`src/rtl/mem_access_unit.sv`:
```
// mem_access_unit
// ----------------
// PC / instruction-register / memory-port sequencer. One memory port is shared
// between instruction fetch and data load/store. Data requests win over fetch
// when both arrive together. Variable-latency memory is supported through the
// mem_ready handshake. The control FSM outside only raises requests. This block
// owns PC, IR and the load-data register.
//
// Optional feature: define MEM_TIMEOUT_EN to abort an access after MAX_WAIT
// cycles without mem_ready (err pulses). In the default build the unit waits
// indefinitely and err is tied low.
//
// Ports
//   clk, reset            rising-edge clock, asynchronous active-high reset
//   fetch_req             fetch instruction at PC (level, sampled in IDLE)
//   data_req, data_we     data access request, 1 = store / 0 = load
//   data_addr, wdata      data address (low ADDR_W bits used), store data
//   pc_load, pc_target    load a branch/jump target into PC
//   mem_rdata, mem_ready  memory read data, command-complete strobe
//   mem_cmd               00 none, 01 read, 10 write (registered)
//   mem_addr, mem_wdata   registered memory address / store data
//   pc, ir, rdata         program counter, instruction register, last load data
//   busy                  access in flight (any state but IDLE)
//   done, err             1-cycle completion / timeout-abort pulses
module mem_access_unit #(
  parameter int                ADDR_W   = 9,
  parameter int                DATA_W   = 16,
  parameter logic [ADDR_W-1:0] RESET_PC = '0,
  parameter int                MAX_WAIT = 15
) (
  input  logic              clk,
  input  logic              reset,
  input  logic              fetch_req,
  input  logic              data_req,
  input  logic              data_we,
  input  logic [DATA_W-1:0] data_addr,
  input  logic [DATA_W-1:0] wdata,
  input  logic              pc_load,
  input  logic [ADDR_W-1:0] pc_target,
  input  logic [DATA_W-1:0] mem_rdata,
  input  logic              mem_ready,
  output logic [1:0]        mem_cmd,
  output logic [ADDR_W-1:0] mem_addr,
  output logic [DATA_W-1:0] mem_wdata,
  output logic [ADDR_W-1:0] pc,
  output logic [DATA_W-1:0] ir,
  output logic [DATA_W-1:0] rdata,
  output logic              busy,
  output logic              done,
  output logic              err
);

  typedef enum logic [1:0] {
    S_IDLE  = 2'd0,
    S_FETCH = 2'd1,
    S_DRD   = 2'd2,
    S_DWR   = 2'd3
  } state_e;

  localparam logic [1:0] CMD_NONE  = 2'b00;
  localparam logic [1:0] CMD_READ  = 2'b01;
  localparam logic [1:0] CMD_WRITE = 2'b10;

  state_e              state_q, state_d;
  logic [ADDR_W-1:0]   pc_q, pc_d;
  logic [DATA_W-1:0]   ir_q, ir_d;
  logic [DATA_W-1:0]   rdata_q, rdata_d;
  logic [1:0]          mem_cmd_q, mem_cmd_d;
  logic [ADDR_W-1:0]   mem_addr_q, mem_addr_d;
  logic [DATA_W-1:0]   mem_wdata_q, mem_wdata_d;
  logic                done_q, done_d;
  logic                err_q, err_d;
  logic                pend_vld_q, pend_vld_d;
  logic [ADDR_W-1:0]   pend_pc_q, pend_pc_d;
  logic [ADDR_W-1:0]   data_addr_lo;

`ifdef MEM_TIMEOUT_EN
  localparam int WAIT_W = (MAX_WAIT < 2) ? 1 : $clog2(MAX_WAIT);
  localparam logic [WAIT_W-1:0] WAIT_LAST = WAIT_W'(MAX_WAIT - 1);
  logic [WAIT_W-1:0]   wait_cnt_q, wait_cnt_d;
`else
  logic [31:0] unused_max_wait;
  assign unused_max_wait = MAX_WAIT;
`endif

  assign data_addr_lo = data_addr[ADDR_W-1:0];

  generate
    if (DATA_W > ADDR_W) begin : g_addr_hi
      logic unused_addr_hi;
      assign unused_addr_hi = ^data_addr[DATA_W-1:ADDR_W];
    end
  endgenerate

  always_comb begin
    state_d     = state_q;
    pc_d        = pc_q;
    ir_d        = ir_q;
    rdata_d     = rdata_q;
    mem_cmd_d   = mem_cmd_q;
    mem_addr_d  = mem_addr_q;
    mem_wdata_d = mem_wdata_q;
    done_d      = 1'b0;
    err_d       = 1'b0;
    pend_vld_d  = pend_vld_q;
    pend_pc_d   = pend_pc_q;
`ifdef MEM_TIMEOUT_EN
    wait_cnt_d  = wait_cnt_q;
`endif

    if (state_q == S_IDLE) begin
      if (pc_load) begin
        pc_d = pc_target;
      end
      if (data_req) begin
        state_d    = data_we ? S_DWR : S_DRD;
        mem_addr_d = data_addr_lo;
        mem_cmd_d  = data_we ? CMD_WRITE : CMD_READ;
        if (data_we) begin
          mem_wdata_d = wdata;
        end
`ifdef MEM_TIMEOUT_EN
        wait_cnt_d = '0;
`endif
      end else if (fetch_req && !pc_load) begin
        // A same-cycle pc_load defers the fetch by one cycle so it uses the new PC.
        state_d    = S_FETCH;
        mem_addr_d = pc_q;
        mem_cmd_d  = CMD_READ;
`ifdef MEM_TIMEOUT_EN
        wait_cnt_d = '0;
`endif
      end
    end else begin
      // Latest pc_load during an access wins; it is applied when the access ends.
      if (pc_load) begin
        pend_vld_d = 1'b1;
        pend_pc_d  = pc_target;
      end

      if (mem_ready) begin
        state_d    = S_IDLE;
        mem_cmd_d  = CMD_NONE;
        done_d     = 1'b1;
        pend_vld_d = 1'b0;
        if (state_q == S_FETCH) begin
          ir_d = mem_rdata;
          pc_d = pc_q + ADDR_W'(1);
        end
        if (state_q == S_DRD) begin
          rdata_d = mem_rdata;
        end
        // A pending jump target overrides the sequential increment.
        if (pc_load) begin
          pc_d = pc_target;
        end else if (pend_vld_q) begin
          pc_d = pend_pc_q;
        end
      end
`ifdef MEM_TIMEOUT_EN
      else if (wait_cnt_q == WAIT_LAST) begin
        state_d    = S_IDLE;
        mem_cmd_d  = CMD_NONE;
        err_d      = 1'b1;
        pend_vld_d = 1'b0;
        if (pc_load) begin
          pc_d = pc_target;
        end else if (pend_vld_q) begin
          pc_d = pend_pc_q;
        end
      end else begin
        wait_cnt_d = wait_cnt_q + WAIT_W'(1);
      end
`endif
    end
  end

  always_ff @(posedge clk or posedge reset) begin
    if (reset) begin
      state_q     <= S_IDLE;
      pc_q        <= RESET_PC;
      ir_q        <= '0;
      rdata_q     <= '0;
      mem_cmd_q   <= CMD_NONE;
      mem_addr_q  <= '0;
      mem_wdata_q <= '0;
      done_q      <= 1'b0;
      err_q       <= 1'b0;
      pend_vld_q  <= 1'b0;
      pend_pc_q   <= '0;
`ifdef MEM_TIMEOUT_EN
      wait_cnt_q  <= '0;
`endif
    end else begin
      state_q     <= state_d;
      pc_q        <= pc_d;
      ir_q        <= ir_d;
      rdata_q     <= rdata_d;
      mem_cmd_q   <= mem_cmd_d;
      mem_addr_q  <= mem_addr_d;
      mem_wdata_q <= mem_wdata_d;
      done_q      <= done_d;
      err_q       <= err_d;
      pend_vld_q  <= pend_vld_d;
      pend_pc_q   <= pend_pc_d;
`ifdef MEM_TIMEOUT_EN
      wait_cnt_q  <= wait_cnt_d;
`endif
    end
  end

  assign mem_cmd   = mem_cmd_q;
  assign mem_addr  = mem_addr_q;
  assign mem_wdata = mem_wdata_q;
  assign pc        = pc_q;
  assign ir        = ir_q;
  assign rdata     = rdata_q;
  assign busy      = (state_q != S_IDLE);
  assign done      = done_q;
  assign err       = err_q;

endmodule

```
`config.mk`:
```
export PLATFORM = sky130hd
export DESIGN_NAME = mem_access_unit
export DESIGN_NICKNAME = d
export VERILOG_FILES = /design/src/rtl/mem_access_unit.sv
export SDC_FILE = /design/constraint.sdc
export NUM_CORES = 1
export LEC_CHECK = 0
export CAP_MARGIN = 20
export CORE_MARGIN = 4
export CORE_UTILIZATION = 47
export DETAILED_ROUTE_END_ITERATION = 7
export GPL_TIMING_DRIVEN = 0
export PLACE_DENSITY = 0.93
export SLEW_MARGIN = 10
export SYNTH_ARGS = -nofsm -noshare
export SYNTH_HDL_FRONTEND = slang
export SYNTH_SLANG_ARGS = --single-unit
```
`constraint.sdc`:
```
create_clock -name clk -period 5.7 [get_ports clk]
set_clock_uncertainty 0.05 [all_clocks]
set_input_delay 0.855 -clock clk [delete_from_list [all_inputs] [get_ports clk]]
set_output_delay 0.855 -clock clk [all_outputs]
set_load 0.01 [all_outputs]
```
Word level (Yosys, flattened, before mapping)
Index checks and enable logic that the tools add are counted.
{"block": "word_totals", "ff_bits": 81, "latchBits": 0, "mem_bits_rw": 0, "rom_bits": 0, "output_inout_bits": 71, "memories": 0}
{"block": "classes", "n_addsub": 1, "multipliers": 0, "div": 0, "n_lt_le_gt_ge": 0, "eq_ne": 5, "n_shift": 0, "muxes": 20, "bitwise_logic": 1, "reduce_logical": 15}
{"op": "9-bit two-way mux", "n": 8}
{"op": "2-bit two-way mux", "n": 7}
{"op": "3-bit AND reduction", "n": 4}
{"op": "9-bit by 1-bit adder with 9-bit output, second input constant", "n": 1}
{"op": "2-bit AND reduction", "n": 4}
{"op": "2-bit nonzero test", "n": 4}
{"op": "1-bit two-way mux", "n": 5}
{"op": "4-bit by 2-bit inequality test with 1-bit output, second input constant", "n": 1}
{"op": "3-bit by 2-bit inequality test with 1-bit output, second input constant", "n": 1}
{"op": "2-bit by 1-bit equality test with 1-bit output, second input constant", "n": 1}
{"op": "2-bit equality test, second input constant", "n": 1}
{"op": "2-bit zero test", "n": 1}
{"op": "2-bit inequality test, second input constant", "n": 1}
{"op": "1-bit logical AND", "n": 1}
{"op": "1-bit zero test", "n": 1}
{"op": "1-bit NOT", "n": 1}

Depth between registers and ports, before layout
{"block": "logic_depth", "ltp_word": 6, "depth_mapped": 7}

Worst setup path after synthesis
OpenSTA, ideal clock, no wires.
{"block": "synth_timing", "kind": "input-to-reg", "start": "in mem_ready", "end": "reg rdata_q[0] (netlist: rdata[0])", "setup_ps": 125, "arrival_ps": 1805, "required_time_ps": 5525, "slack_ps": 3720, "cell_stages": 4, "cell_sequence": "buf_2 -> nand3b_1 -> buf_2 -> mux2_2"}
{"block": "synth_between", "elab_chain_len": 1}
{"element": "from (decl)", "line_no": "41", "rtl": "input logic mem_ready,"}
{"element": "3-bit AND reduction (no line)"}
{"element": "to (signal assigned)", "line_no": "198", "rtl": "rdata_q <= rdata_d;"}
{"element": "to (decl)", "line_no": "67", "rtl": "logic [DATA_W-1:0] rdata_q, rdata_d;"}
Every way passes these cells.
A chain may end at the register's enable or synchronous reset.

Worst setup path after layout
{"block": "layout_timing", "start": "reg state_q[1]", "end": "out busy"}
{"block": "layout_between", "elab_chain_len": 1}
{"element": "from (decl)", "line_no": "64", "rtl": "state_e state_q, state_d;"}
{"element": "from (signal assigned)", "line_no": "195", "rtl": "state_q <= state_d;"}
{"element": "2-bit nonzero test", "line_no": "218", "rtl": "assign busy = (state_q != S_IDLE);"}
{"element": "to (decl)", "line_no": "48", "rtl": "output logic busy,"}
Every way passes these cells.

==> impl_metrics.env <==
export IMPL_synth_area_leaders="dfrtp_1 57%, mux2_2 15%, mux2i_1 3.7%"
export IMPL_finalSetupTns_ns=0
export IMPL_num_rows=31
export IMPL_dp_slack_ns=3.07
export IMPL_remaining_drc_errors=0
export IMPL_grt_pass1_vias=2886
export IMPL_p_switching_mw=0.904
export IMPL_holdPathStages=2
export IMPL_io_pins=135
export IMPL_vias=2711
export IMPL_finalNetCount=480
export IMPL_cpPeakStageDelay_ns=0.52
export IMPL_maxSlewHeadroom_pct=56.4
export IMPL_reg2reg_depth=5
export IMPL_yosysMostFrequentCell="dfrtp_1"
export IMPL_area_delta_synth_final_pct=45.4
export IMPL_wire_per_inst_um=16.8
export IMPL_yosys_top_cells_count="81 x dfrtp_1, 48 x mux2_2, 20 x nand2_1, 14 x o21ai_0, 13 x mux2i_1"
export IMPL_core_area_um2=7290
export IMPL_cts_setup_buffers=0
export IMPL_dr_pass1_iters=5
export IMPL_pwr_share_clk_pct=16.1
export IMPL_grt_antenna_before_repair=0
export IMPL_h_tree_depth=3
export IMPL_cp_top_family="buffers and inverters"
export IMPL_hold_buffers=0
export IMPL_grt_overflow_total=0
export IMPL_grt_max_degree=50
export IMPL_ys_async_sr_fraction_pct=100
export IMPL_outcome="finished clean"
export IMPL_syn_mean_instance_area_um2=12.8
export IMPL_path_buf_inv=3
export IMPL_power_frac_comb_pct=45.5
export IMPL_clk_latency_ns=0.33
export IMPL_grt_usage_pct=20.2
export IMPL_drive_gt1_share_pct=22.4
export IMPL_finalWirelength_um=8740
export IMPL_initial_core_util_pct=48.7
export IMPL_cp_max_fo=9
export IMPL_hp_class="reg2reg"
export IMPL_syn_nets=343
export IMPL_p_seq_share_pct=38.4
export IMPL_powerDensity_nw_per_um2=523
export IMPL_cts_tree="done"
export IMPL_port_buffers=125
export IMPL_numCtsBuffers=9
export IMPL_synthDistinctLibCells=45
export IMPL_die_x_um=94.9
export IMPL_synth_top_area_cell="dfrtp_1"
export IMPL_die_height_um=94.9
export IMPL_drtIter0Drc=77
export IMPL_synth_edf_count=0
export IMPL_clkSinkCount=81
export IMPL_hold_viol=0
export IMPL_ys_ff_latch=81
export IMPL_min_period_over_period_pct=46.7
export IMPL_ctsRootBufferMaster="clkbuf_8"
export IMPL_p_leak_nw=2.20
export IMPL_yosysWarnings=0
export IMPL_required_ns=4.80
export IMPL_gp_congestion=0.830
export IMPL_rsz0062_at_grt="no"
export IMPL_ir_drop_v=0.000289
export IMPL_hpwlAfterDp_um=6710
export IMPL_crit_arrival_ns=1.75
export IMPL_critPathKind="reg2out"
export IMPL_die_area_um2=9010
export IMPL_cts_buffer_depth=2
export IMPL_startpoint_type="flip-flop"
export IMPL_slew_violations=0
export IMPL_setup_viol=0
export IMPL_tightestPinTransition_ns=0.653
export IMPL_post_cts_resized=0
export IMPL_synth_area_um2=3550
export IMPL_synth_top_area_share_pct=57.1
export IMPL_crit_path_end_kind="primary output"
export IMPL_fin_ws_ns=3.04
export IMPL_slowest_stage="clkdlybuf4s50_1"
export IMPL_via_per_inst=5.22
export IMPL_max_freq_mhz=376
export IMPL_nFillCells=544
export IMPL_grt_pass1_wl_um=14100
export IMPL_period_needed_ns=2.66
export IMPL_crit_chain="buf_4 -> nor2_1 -> inv_1 -> clkdlybuf4s50_1"
export IMPL_ant_nets=0
export IMPL_sw_frac_of_total_pct=33.5
export IMPL_clkTransAtPathRegs_ns=0.08
export IMPL_internal_power_mw=1.80
export IMPL_worst_path_stages=4
export IMPL_cap_viol_max_count=0
export IMPL_yosysSeqAreaShare_pct=57.1
export IMPL_syn_inst=278
export IMPL_diodes=0
export IMPL_yosys_most_used_dff="dfrtp_1"
-- cells by family (layout without fill, tap and decap cells) --
logic type	count (synthesis)	count (layout)	synth area share [%]
and+or+nand+nor	57	57	7.93
other	1	1	0.106
DFF	81	81	57.1
xor gates and xnor gates	3	3	0.740
adders and majority gates	1	1	0.352
AOI/OAI and AO/OA	43	43	8.10
muxes	69	69	22.3
buffers and inverters	23	165	3.45
-- placed cells by master (no fill, tap or decap), types with 2 or more instances in the layout --
cell,Yosys,routed
a21oi_1,11,11
nor3_1,6,6
nand2_1,20,20
a211oi_1,2,2
mux2_4,8,8
mux2_2,48,48
or2_2,2,2
nand3_1,6,6
o21ai_1,2,2
o21ai_0,14,14
nor2_1,10,10
inv_1,9,8
clkdlybuf4s50_1,0,125
o22a_1,2,2
o311ai_2,2,2
mux2i_1,13,13
clkbuf_1,3,3
clkbuf_8,0,9
nor2b_1,3,3
inv_6,0,4
buf_4,3,3
xnor2_1,3,3
dfrtp_1,81,81
buf_2,5,5
nand2b_1,2,2
-- worst reg2reg max path, stage by stage, from the launching register on --
cell      delay [ns]
dfrtp_1         0.50
ha_1            0.24
nand3_1         0.22
o31ai_1         0.28
nor3b_1         0.29
o311ai_2        0.15
-- final cells by class --
type	instances	area, um2	area share, %
Multi-Input combinational cell	174	1400	27.2
Sequential cell	81	2030	39.2
Clock buffer	9	124	2.40
Tap cell	99	124	2.40
Clock inverter	7	83.8	1.62
Timing Repair Buffer	126	1280	24.8
Inverter	9	36.3	0.703
Buffer	14	88.8	1.72
-- power by group through the flow --
stage / Sequential [mW] / Clock (mW) / Combinational, mW
5_1_grt: 1.08 / 0.479 / 1.33
3_3_place_gp: 1.02 / 0 / 1.20
2_1_floorplan: 1.13 / 0 / 0.468
3_5_place_dp: 1.05 / 0 / 1.24
4_1_cts: 1.04 / 0.451 / 1.25
6_report: 1.04 / 0.435 / 1.23
-- routing by layer --
layer | global-route usage, % | wire, um | vias up | part of all wire (%)
li1 | - | - | 1248 | -
met3 | 3.43 | 496 | 11 | 5.7
met5 | 0 | 0 | - | 0
met2 | 35.1 | 4520 | 110 | 52
met4 | 7.21 | 146 | 0 | 1.7
met1 | 25.4 | 3580 | 1342 | 41
-- final timing paths --
kind | from | end | slack, ns
max | state_q[1] | busy | 3.04
min | mem_addr[8] | mem_addr[8] | 0.43
max reg2reg | pc[0] | pc[8] | 3.83
min reg2reg | mem_addr[8] | mem_addr[8] | 0.43
max in group asynchronous | reset | state_q[1] | 4.18
min in group asynchronous | reset | ir[8] | 0.83
-- sequential cells by signal, indices dropped and copies added, names as in the netlist --
register	flops
pend_pc_q	9
mem_addr	9
mem_wdata	16
mem_cmd	2
pc	9
done	1
ir	16
pend_vld_q	1
rdata	16
state_q	2
-- per-stage QoR --
| stage | cell area (um2) | std cells | total power, mW | util (%) | hold slack, ns |
|---|---|---|---|---|---|
| floorplan | 3550 | 278 | 1.60 | - | 0.401 |
| global placement | 4930 | 502 | 2.23 | 67.6 | 0.414 |
| detailed placement | 4960 | 503 | 2.29 | 68.0 | 0.425 |
| CTS | 5160 | 519 | 2.73 | 70.8 | 0.445 |
| global route | 5160 | 519 | 2.88 | 70.8 | 0.466 |
| finish | 5160 | 519 | 2.70 | 70.8 | 0.431 |
No activity file was read; power rests on OpenSTA's default activity.
